===== config.mk =====
export PLATFORM = sky130hd
export DESIGN_NAME = ahb_reg_slave
export DESIGN_NICKNAME = d
export VERILOG_FILES = /design/src/rtl/ahb_pkg.sv /design/src/rtl/ahb_slv_regfile.sv /design/src/rtl/ahb_reg_slave.sv
export SDC_FILE = /design/constraint.sdc
export NUM_CORES = 1
export LEC_CHECK = 0
export CAP_MARGIN = 10
export CORE_UTILIZATION = 57
export DETAILED_ROUTE_END_ITERATION = 16
export GPL_ROUTABILITY_DRIVEN = 0
export PLACE_DENSITY = 0.76
export SLEW_MARGIN = 20
export SYNTH_ARGS = -nofsm -noshare
export SYNTH_HDL_FRONTEND = slang
export SYNTH_SLANG_ARGS = --single-unit
export TNS_END_PERCENT = 50

===== constraint.sdc =====
create_clock -name hclk -period 22.2 [get_ports hclk]
set_clock_uncertainty 0.05 [all_clocks]
set_input_delay 4.44 -clock hclk [delete_from_list [all_inputs] [get_ports hclk]]
set_output_delay 4.44 -clock hclk [all_outputs]
set_load 0.01 [all_outputs]

===== src/rtl/ahb_pkg.sv =====
// ----------------------------------------------------------------------------
// ahb_pkg
// Shared AHB-Lite types and constants for the register slave and its regfile.
//   htrans_e    : transfer type encoding (IDLE/BUSY/NONSEQ/SEQ)
//   hresp_e     : response encoding (OKAY/ERROR/RETRY/SPLIT)
//   slv_state_e : slave protocol FSM states
//   AHB_DW      : bus data width
// ----------------------------------------------------------------------------
package ahb_pkg;

    localparam int AHB_DW = 32;

    typedef enum logic [1:0] {
        HTRANS_IDLE   = 2'b00,
        HTRANS_BUSY   = 2'b01,
        HTRANS_NONSEQ = 2'b10,
        HTRANS_SEQ    = 2'b11
    } htrans_e;

    typedef enum logic [1:0] {
        HRESP_OKAY  = 2'b00,
        HRESP_ERROR = 2'b01,
        HRESP_RETRY = 2'b10,
        HRESP_SPLIT = 2'b11
    } hresp_e;

    typedef enum logic [2:0] {
        SLV_IDLE = 3'd0,
        SLV_WAIT = 3'd1,
        SLV_LAST = 3'd2,
        SLV_ERR1 = 3'd3,
        SLV_ERR2 = 3'd4
    } slv_state_e;

endpackage


===== src/rtl/ahb_slv_regfile.sv =====
// ----------------------------------------------------------------------------
// ahb_slv_regfile
// Word register array behind the AHB slave. One write port, one combinational
// read port; a read that targets the index being written this cycle returns
// the incoming write data instead of the stale array contents.
// Ports:
//   clk_i     : clock (rising edge)
//   rst_i     : asynchronous active-high reset, loads RST_VAL everywhere
//   we_i      : write enable, commits on the next rising edge
//   wr_idx_i  : write word index
//   wdata_i   : write data
//   rd_idx_i  : read word index
//   rd_data_o : read data (zero for an out-of-range index)
// ----------------------------------------------------------------------------
module ahb_slv_regfile
    import ahb_pkg::*;
#(
    parameter int                NUM_REGS = 16,
    parameter logic [AHB_DW-1:0] RST_VAL  = 32'h0000_0000
) (
    input  logic              clk_i,
    input  logic              rst_i,
    input  logic              we_i,
    input  logic [7:0]        wr_idx_i,
    input  logic [AHB_DW-1:0] wdata_i,
    input  logic [7:0]        rd_idx_i,
    output logic [AHB_DW-1:0] rd_data_o
);

    localparam int IW = (NUM_REGS > 1) ? $clog2(NUM_REGS) : 1;

    logic [AHB_DW-1:0] mem_q [NUM_REGS];
    logic              wr_ok_s;
    logic              rd_ok_s;
    logic [IW-1:0]     wr_sel_s;
    logic [IW-1:0]     rd_sel_s;

    // Range checks happen on the full 8-bit index before narrowing to the array index.
    assign wr_ok_s  = ({1'b0, wr_idx_i} < 9'(NUM_REGS));
    assign rd_ok_s  = ({1'b0, rd_idx_i} < 9'(NUM_REGS));
    assign wr_sel_s = wr_idx_i[IW-1:0];
    assign rd_sel_s = rd_idx_i[IW-1:0];

    // Register array: reset to RST_VAL, single write port.
    always_ff @(posedge clk_i or posedge rst_i) begin
        if (rst_i) begin
            for (int i = 0; i < NUM_REGS; i++) begin
                mem_q[i] <= RST_VAL;
            end
        end else if (we_i && wr_ok_s) begin
            mem_q[wr_sel_s] <= wdata_i;
        end
    end

    // Read port with same-cycle write forwarding.
    always_comb begin
        rd_data_o = {AHB_DW{1'b0}};
        if (!rd_ok_s) begin
            rd_data_o = {AHB_DW{1'b0}};
        end else if (we_i && wr_ok_s && (wr_idx_i == rd_idx_i)) begin
            rd_data_o = wdata_i;
        end else begin
            rd_data_o = mem_q[rd_sel_s];
        end
    end

endmodule


===== src/rtl/ahb_reg_slave.sv =====
// ----------------------------------------------------------------------------
// ahb_reg_slave
// AHB-Lite slave backed by a word-addressed register bank. Every OKAY data
// phase carries WAIT_CNT wait states; bad accesses get a two-cycle ERROR.
// This is the only slave on the bus, so its own hready is the bus hready.
// Ports:
//   hclk   : bus clock, rising edge
//   hrst   : asynchronous active-high reset
//   hsel   : slave select
//   haddr  : byte address, bits [9:2] are the word index
//   htrans : transfer type (IDLE/BUSY/NONSEQ/SEQ)
//   hwrite : 1 = write, 0 = read
//   hprot  : protection bits, only used with AHB_SLV_PROT_CHK_EN
//   hwdata : write data, sampled in the last data-phase cycle
//   hrdata : registered read data, zero outside a read's last cycle
//   hready : registered transfer-done / ready
//   hresp  : registered response (OKAY / ERROR)
// Build option:
//   AHB_SLV_PROT_CHK_EN : user-mode (hprot[1]=0) access to index 0 is an error.
// ----------------------------------------------------------------------------
module ahb_reg_slave
    import ahb_pkg::*;
#(
    parameter int                NUM_REGS = 16,
    parameter int                WAIT_CNT = 2,
    parameter logic [AHB_DW-1:0] RST_VAL  = 32'h0000_0000
) (
    input  logic              hclk,
    input  logic              hrst,
    input  logic              hsel,
    input  logic [31:0]       haddr,
    input  logic [1:0]        htrans,
    input  logic              hwrite,
    input  logic [3:0]        hprot,
    input  logic [AHB_DW-1:0] hwdata,
    output logic [AHB_DW-1:0] hrdata,
    output logic              hready,
    output logic [1:0]        hresp
);

    // Last value of the wait counter before moving on to LAST.
    localparam logic [3:0] WAIT_LAST = 4'(WAIT_CNT - 1);

    slv_state_e        state_q, state_d;
    logic [3:0]        cnt_q, cnt_d;
    logic              write_q, write_d;
    logic [7:0]        idx_q, idx_d;
    logic [AHB_DW-1:0] hrdata_q, hrdata_d;
    logic              hready_q, hready_d;
    hresp_e            hresp_q, hresp_d;

    logic [7:0]        addr_idx_s;
    logic              accept_s;
    logic              addr_err_s;
    logic              prot_err_s;
    logic              err_s;
    logic [7:0]        rd_idx_s;
    logic              we_s;
    logic [AHB_DW-1:0] rd_data_s;
    logic              unused_s;

    assign addr_idx_s = haddr[9:2];
    assign accept_s   = hsel && htrans[1] && hready_q;
    assign addr_err_s = (haddr[1:0] != 2'b00) || ({1'b0, addr_idx_s} >= 9'(NUM_REGS));
`ifdef AHB_SLV_PROT_CHK_EN
    assign prot_err_s = (addr_idx_s == 8'd0) && !hprot[1];
`else
    assign prot_err_s = 1'b0;
`endif
    assign err_s      = addr_err_s || prot_err_s;
    assign unused_s   = &{1'b0, haddr[31:10], hprot};

    // A read entering LAST straight from an address phase uses the live index;
    // one coming out of WAIT uses the latched index.
    assign rd_idx_s = accept_s ? addr_idx_s : idx_q;
    // Writes commit on the edge that ends LAST, with hwdata of that cycle.
    assign we_s     = (state_q == SLV_LAST) && write_q;

    ahb_slv_regfile #(
        .NUM_REGS (NUM_REGS),
        .RST_VAL  (RST_VAL)
    ) u_regfile (
        .clk_i     (hclk),
        .rst_i     (hrst),
        .we_i      (we_s),
        .wr_idx_i  (idx_q),
        .wdata_i   (hwdata),
        .rd_idx_i  (rd_idx_s),
        .rd_data_o (rd_data_s)
    );

    // Protocol FSM next-state, wait counter and address-phase capture.
    always_comb begin
        state_d = state_q;
        cnt_d   = cnt_q;
        write_d = write_q;
        idx_d   = idx_q;
        case (state_q)
            SLV_WAIT: begin
                if (cnt_q >= WAIT_LAST) begin
                    state_d = SLV_LAST;
                end else begin
                    cnt_d = cnt_q + 4'd1;
                end
            end
            SLV_ERR1: begin
                state_d = SLV_ERR2;
            end
            // hready is high in these states, so a new address phase may land here.
            SLV_IDLE, SLV_LAST, SLV_ERR2: begin
                if (accept_s) begin
                    write_d = hwrite;
                    idx_d   = addr_idx_s;
                    cnt_d   = 4'd0;
                    if (err_s) begin
                        state_d = SLV_ERR1;
                    end else if (WAIT_CNT > 0) begin
                        state_d = SLV_WAIT;
                    end else begin
                        state_d = SLV_LAST;
                    end
                end else begin
                    state_d = SLV_IDLE;
                end
            end
            default: begin
                state_d = SLV_IDLE;
            end
        endcase
    end

    // Bus outputs are derived from the next state so they can be registered.
    always_comb begin
        hready_d = (state_d != SLV_WAIT) && (state_d != SLV_ERR1);
        if ((state_d == SLV_ERR1) || (state_d == SLV_ERR2)) begin
            hresp_d = HRESP_ERROR;
        end else begin
            hresp_d = HRESP_OKAY;
        end
        if ((state_d == SLV_LAST) && !write_d) begin
            hrdata_d = rd_data_s;
        end else begin
            hrdata_d = {AHB_DW{1'b0}};
        end
    end

    // State and output registers.
    always_ff @(posedge hclk or posedge hrst) begin
        if (hrst) begin
            state_q  <= SLV_IDLE;
            cnt_q    <= 4'd0;
            write_q  <= 1'b0;
            idx_q    <= 8'd0;
            hrdata_q <= {AHB_DW{1'b0}};
            hready_q <= 1'b1;
            hresp_q  <= HRESP_OKAY;
        end else begin
            state_q  <= state_d;
            cnt_q    <= cnt_d;
            write_q  <= write_d;
            idx_q    <= idx_d;
            hrdata_q <= hrdata_d;
            hready_q <= hready_d;
            hresp_q  <= hresp_d;
        end
    end

    assign hrdata = hrdata_q;
    assign hready = hready_q;
    assign hresp  = hresp_q;

endmodule


== After elaboration in Yosys (flattened, before gate mapping) ==
Cells that the tools add are included.

* Input port bits: 74
* Output and inout port bits: 35
* Bits in registers: 563

* Multiplexer cells: 20
* Equal/unequal tests: 12
* $add $sub $neg: 1
* Bitwise gates (word level): 2
* Order comparisons: 7
* Reduce and logical (&&, ||, !) cells: 16

{| class="wikitable"
|+ Operators by type and width
! operator !! count
|-
| bitwise mux 512 bit || 1
|-
| 2-to-1 mux 32 bit || 6
|-
| binary-select mux 32 bit (select 4 bit) || 1
|-
| demux 32 bit (select 4 bit) || 1
|-
| < comparator 8 x 5 -> 1 bit, second input constant || 2
|-
| equality test 3 x 2 -> 1 bit, second input constant || 4
|-
| greater-or-equal comparator 5 bit, second input constant || 2
|-
| inverter 4 -> 5 bit || 2
|-
| one-hot mux 3 bit (3 select lines) || 1
|-
| equality test 8 bit || 1
|-
| greater-or-equal comparator 8 x 5 -> 1 bit, second input constant || 1
|-
| logical AND 1 bit || 8
|-
| 2-to-1 mux 4 bit || 2
|-
| 2-to-1 mux 8 bit || 1
|-
| one-hot mux 4 bit (2 select lines) || 1
|-
| equality test 3 bit, second input constant || 2
|-
| 2-to-1 mux 3 bit || 2
|-
| < comparator 5 x 1 -> 1 bit, second input constant || 1
|-
| adder 4 x 1 -> 4 bit, second input constant || 1
|-
| greater-or-equal comparator 4 x 1 -> 1 bit, second input constant || 1
|-
| inequality test 2 bit, second input constant || 2
|-
| nonzero test 2 bit || 2
|-
| equality test 3 x 1 -> 1 bit, second input constant || 1
|-
| logical NOT 3 bit || 1
|-
| other kinds (8) || 11
|}

== Logic depth before layout (Yosys ltp) ==
* Depth in word-level cells: 10
* Gate-level depth with buffers: 10

== By module ==
Synthesis repeated with hierarchy kept, for this count alone.

* Cell total of the unflattened synthesis: 1,648
* Area, all modules: 25,600.8 µm²

{| class="wikitable"
|+ Modules (own cells, without submodules)
! module !! times used !! cells an instance !! sequential area each (µm²) !! area each (µm²)
|-
| ahb_slv_regfile || 1 || 1,498 || 12,812.3 || 23,655.2
|-
| ahb_reg_slave || 1 || 150 || 1,252.5 || 1,945.6
|}

== Least setup slack after synthesis ==
No wires, ideal clock.

* Path type: input -> register
* From: input port hsel
* To: register hrdata_q[0] (netlist: hrdata[0])
* Data required time: 22,027 ps
* Path buffers: 2
* Arrival: 5,952 ps
* Path slack: 16,075 ps
* Stages on the path: 8
* Library setup time: 123 ps
* Cells stage by stage: and3_1 buf_4 mux2_2 nor2_1 clkbuf_1 nand3_1 a31oi_1 nor3_2

* Cells in the longest elaborated chain, start to end: 10
* Elaborated cells on any way between the ends: 20
* Classes of those cells: order compare (1); eq/ne (2); mux (11); bitwise (1); reduce/logical (5)

{| class="wikitable"
|+ Ends and longest elaborated chain
! what !! line !! text
|-
| start, declared || ahb_reg_slave.sv:30 || <nowiki>input logic hsel,</nowiki>
|-
| logical AND 1 bit (*) (2 in series) || ahb_reg_slave.sv:63 || <nowiki>assign accept_s = hsel && htrans[1] && hready_q;</nowiki>
|-
| 2-to-1 mux 8 bit || -- ||
|-
| inverter 4 -> 5 bit (implied by the code) || ahb_slv_regfile.sv:63 || <nowiki>rd_data_o = mem_q[rd_sel_s];</nowiki>
|-
| binary-select mux 32 bit (select 4 bit) || ahb_slv_regfile.sv:63 ||
|-
| 2-to-1 mux 32 bit (implied by the code) (2 in series) || ahb_slv_regfile.sv:63 ||
|-
| 2-to-1 mux 32 bit || ahb_slv_regfile.sv:60 || <nowiki>end else if (we_i && wr_ok_s && (wr_idx_i == rd_idx_i)) begin</nowiki>
|-
| 2-to-1 mux 32 bit || ahb_slv_regfile.sv:58 || <nowiki>if (!rd_ok_s) begin</nowiki>
|-
| 2-to-1 mux 32 bit (*) || ahb_reg_slave.sv:140 || <nowiki>if ((state_d == SLV_LAST) && !write_d) begin</nowiki>
|-
| via hrdata_d[0] || ahb_reg_slave.sv:48 || <nowiki>logic [AHB_DW-1:0] hrdata_q, hrdata_d;</nowiki>
|-
| end signal, assigned || ahb_reg_slave.sv:154 || <nowiki>hrdata_q <= {AHB_DW{1'b0}};</nowiki>
|-
| end signal, assigned || ahb_reg_slave.sv:162 || <nowiki>hrdata_q <= hrdata_d;</nowiki>
|-
| end, declared || ahb_reg_slave.sv:48 ||
|}

Mark *: on every way through the listed nets, which the timed path passes. The rest lies on a longest branch. The select of a mux whose other input is x is not followed.
A chain may end at the register's enable or synchronous reset.

== Worst setup path after layout ==
* From: input port hsel
* To: register hrdata_q[7] (netlist: hrdata[7])

Same word-level chain as after synthesis.

==> results.txt <==
The type of the worst setup path is primary input to flip-flop. The sum of internal, switching and leakage power is 0.00314 W. The via density per instance came out at 6.31. For the pin with the worst max-slew slack, the measured transition is 1290 ps.

The source of the worst register-to-register timing path is hready$_DFF_PP1_. Among all flip-flop cells after synthesis, the most frequent one is dfrtp_1. The dominant cell type by area after synthesis is dfrtp_1.

The element type at the critical path end is a flip-flop. The total number of H-tree levels came out at 2. Row generation in the floorplan step produced 77 rows. The net switching power is 0.00110 W. The static leakage came out at 12.7 nW. Adding up every negative setup slack in the final design gives 0 ps. The clock period minus worst slack is 7660 ps. The HPWL after detailed placement is 32800 um.

The TritonCTS buffer count is 56. TritonCTS built the clock tree. The fraction of the yosys area taken by sequential cells came out at 55.3%.

Summed over its instances, the top area cell type makes up 55.2% of the synthesized netlist area. The number of resized instances in the post-cts repair step came out at 0. The number of nets in the final layout came out at 2174. The total routing usage reported by global routing came out at 29.0%. The number of filler instances in the final layout came out at 3336. In this run the worst hold path is classified as flip-flop to flip-flop.

The effective utilization at floorplan came out at 57.6%. The count of TritonRoute iterations in the first routing pass came out at 5. The most critical setup path has its endpoint at hrdata[7]$_DFF_PP0_. The number of antenna violations at the first check in global routing was 2. Relative to the synthesized area, the layout overhead comes to 11.5%. Of the available clock period, the critical path in the final layout requires 34.5%. STA classifies the critical path startpoint as a primary input.

The die width is 213 um. The share of total power dissipated in sequential elements is 40.6%. The power density of the placed cells is 111 nW/um^2. The setup slack after placement came out at 13950 ps. The global-route wire length before repair is 100000 um.

The worst setup slack for register-to-register paths came out at 18310 ps. At the later pin of the worst-skew pair, clock insertion delay measures 610 ps. Setup repair after global routing left no endpoint under its margin. The largest fanout on the critical path came out at 102.

The worst-case vdd ir drop is 166 uV. In the post-synthesis netlist, the biggest area contributors are dfrtp_1, mux2_2, nand2_1. The worst slack on hold paths is 437 ps. In this run, the clock network consumes 29.3% of the power. The netlist area before placement is 25400 sq um. The worst pin sits at a relative slew slack of 14.1%. Once placement finished, the instance area stood at 26600 sq um. Per report_power, the combinational group accounts for 30.1% of the total.

The buffer levels on the longest clock path is 3. Counting flops and latches in the post-synthesis netlist gives 562. The area of the core is 44100 sq um.

After clock tree synthesis, the flow added hold-fix buffers numbering 0. Summed over all layers, the routed wires come to 64600 um. The per-cell routed wire length came out at 23.7 um. The iteration-0 DRC count of the detailed router is 1990. The post-route DRC violation count is 0. The overall die area is 45500 sq um. The via count of the first global-routing pass is 17.1k. The total count of hold-check failures in the final report is 0. The fraction of power spent switching nets is 35.0%. The count of buffers from port buffering came out at 80. The most frequent standard cell in the layout excluding fill and tap cells is dfrtp_1. The remaining number of nets flagged by the antenna check after routing is 0. Synthesis produced a netlist with a net count of 2181. The count of distinct cell types in the synthesized netlist is 45. Cell internal power was estimated by the tool at 0.00204 W. Clock tree synthesis selected as its root buffer the cell clkbuf_16. The top cell types in the final layout, fill and taps aside, are dfrtp_1, mux2_2, nand2_1. The global route total overflow came out at 0.

The clock-pin slew on the worst setup and hold paths is 60 ps. The number of I/O pins came out at 109. Entering global routing, the biggest net connects 225 pins. The async set-reset flop share out of synthesis came out at 100%.

The final number of max-transition violations came out at 0. Counting cells, the worst reg-to-reg path comes to 7. Max-cap violations in this run came to 0.

The number of post-CTS setup repair buffers is 0. For this run, the top clock speed supported by timing is 0.130 GHz. The number of failing setup endpoints in the final timing report came out at 0. The die extent in y came out at 213 um.

The count of vias placed by the detailed router is 17.2k. The launching instance or port of the critical path is hsel. The Yosys warning count is 0. After technology mapping, the gate count stands at 2104. The worst endpoint required time is 22640 ps. The run finished with clean final reports.

Counting flops with a built-in enable in the synthesized netlist gives 0. The fraction of final layout cells sized beyond drive strength 1 came out at 30.4%. The number of clock sinks seen by CTS came out at 562. The repair_antennas step left the layout with diodes totalling 0. STA puts the critical path data arrival time at 8100 ps.

The final worst-path setup slack is 14540 ps. The area of all placed cells without fillers came out at 28300 sq um. The critical register-to-register path endpoint is hrdata[7]$_DFF_PP0_. The mean instance size in the synthesized netlist is 12.1 sq um.
==> worst min-delay path by stage <==
| stage | start | end | depth (start not counted) |
|---|---|---|---|
| after floorplan | write_q$_DFF_PP0_ | write_q$_DFF_PP0_ | 2 |
| after global placement | u_regfile.mem_q[288]$_DFFE_PP0P_ | u_regfile.mem_q[288]$_DFFE_PP0P_ | 1 |
| after detailed placement | u_regfile.mem_q[122]$_DFFE_PP0P_ | u_regfile.mem_q[122]$_DFFE_PP0P_ | 1 |
| after CTS | u_regfile.mem_q[299]$_DFFE_PP0P_ | u_regfile.mem_q[299]$_DFFE_PP0P_ | 1 |
| after global routing | u_regfile.mem_q[366]$_DFFE_PP0P_ | u_regfile.mem_q[366]$_DFFE_PP0P_ | 1 |
| final | u_regfile.mem_q[370]$_DFFE_PP0P_ | u_regfile.mem_q[370]$_DFFE_PP0P_ | 1 |
==> synthesized netlist by cell type (all sizes together), types with 2 or more instances <==
cell,number
nand4,2
inv,6
nand2,350
nand3,65
nand2b,3
nor3,70
nor3b,2
o21ai,3
nor2b,4
a32oi,31
or4,2
clkbuf,73
buf,108
ha,3
mux2,516
mux2i,42
dfrtp,561
nor2,17
a21oi,130
a221oi,64
a31oi,32
xor2,6
==> power by group through the flow <==
stage / registers [W] / logic [W] / clock network (W)
2_1_floorplan: 0.00126 / 0.000677 / 0
3_3_place_gp: 0.00127 / 0.000909 / 0
3_5_place_dp: 0.00129 / 0.000929 / 0
4_1_cts: 0.00127 / 0.000935 / 0.000929
5_1_grt: 0.00129 / 0.00101 / 0.000966
6_report: 0.00127 / 0.000945 / 0.000918
==> critical path, cell delays in order <==
cell and delay (ps):
clkdlybuf4s50_1 470, and3_1 580, mux2_8 780, buf_4 830, mux2i_1 180, a32oi_1 220, a31oi_1 150, nor3_2 320
==> registers in the layout, summed over array words and instances (netlist names) <==
name / flops
idx_q: 8
u_regfile.mem_q: 512
state_q: 3
hrdata: 32
cnt_q: 4
hresp: 1
hready: 1
write_q: 1
==> layer usage <==
metal  part of all wire, %  wire length (um)  vias to the layer above  global-route usage (%)
met5                 0.042                27                        -                       0
met4                   2.8              1810                        4                    9.98
met3                   6.2              3990                      132                    3.88
met2                    48             31100                      603                    46.8
met1                    43             27700                     9001                    40.7
li1                      -                 -                     7478                       -
==> layout make-up <==
class / instances / area (sq um) / area share, %
Tap cell: 592 / 741 / 2.61
Inverter: 6 / 30.0 / 0.106
Clock buffer: 89 / 1700 / 5.99
Timing Repair Buffer: 116 / 1100 / 3.87
Multi-Input combinational cell: 1355 / 10600 / 37.6
Clock inverter: 7 / 71.3 / 0.252
Sequential cell: 562 / 14100 / 49.6
==> logic make-up after synthesis <==
logic type	share of synthesized area, %
adders and majority gates	0.148
other	0.0147
muxes	24.6
AOI/OAI and AO/OA	6.81
buffers and inverters	3.52
DFF	55.3
and+or+nand+nor	9.45
xor gates and xnor gates	0.207
==> through the flow <==
stage / std cells / utilization [%]
finish: 2727 / 64.2
global route: 2727 / 64.2
CTS: 2727 / 64.2
detailed placement: 2631 / 60.2
global placement: 2631 / 60.2
floorplan: 2104 / -
Note: power is estimated with default switching activity, not from simulation.
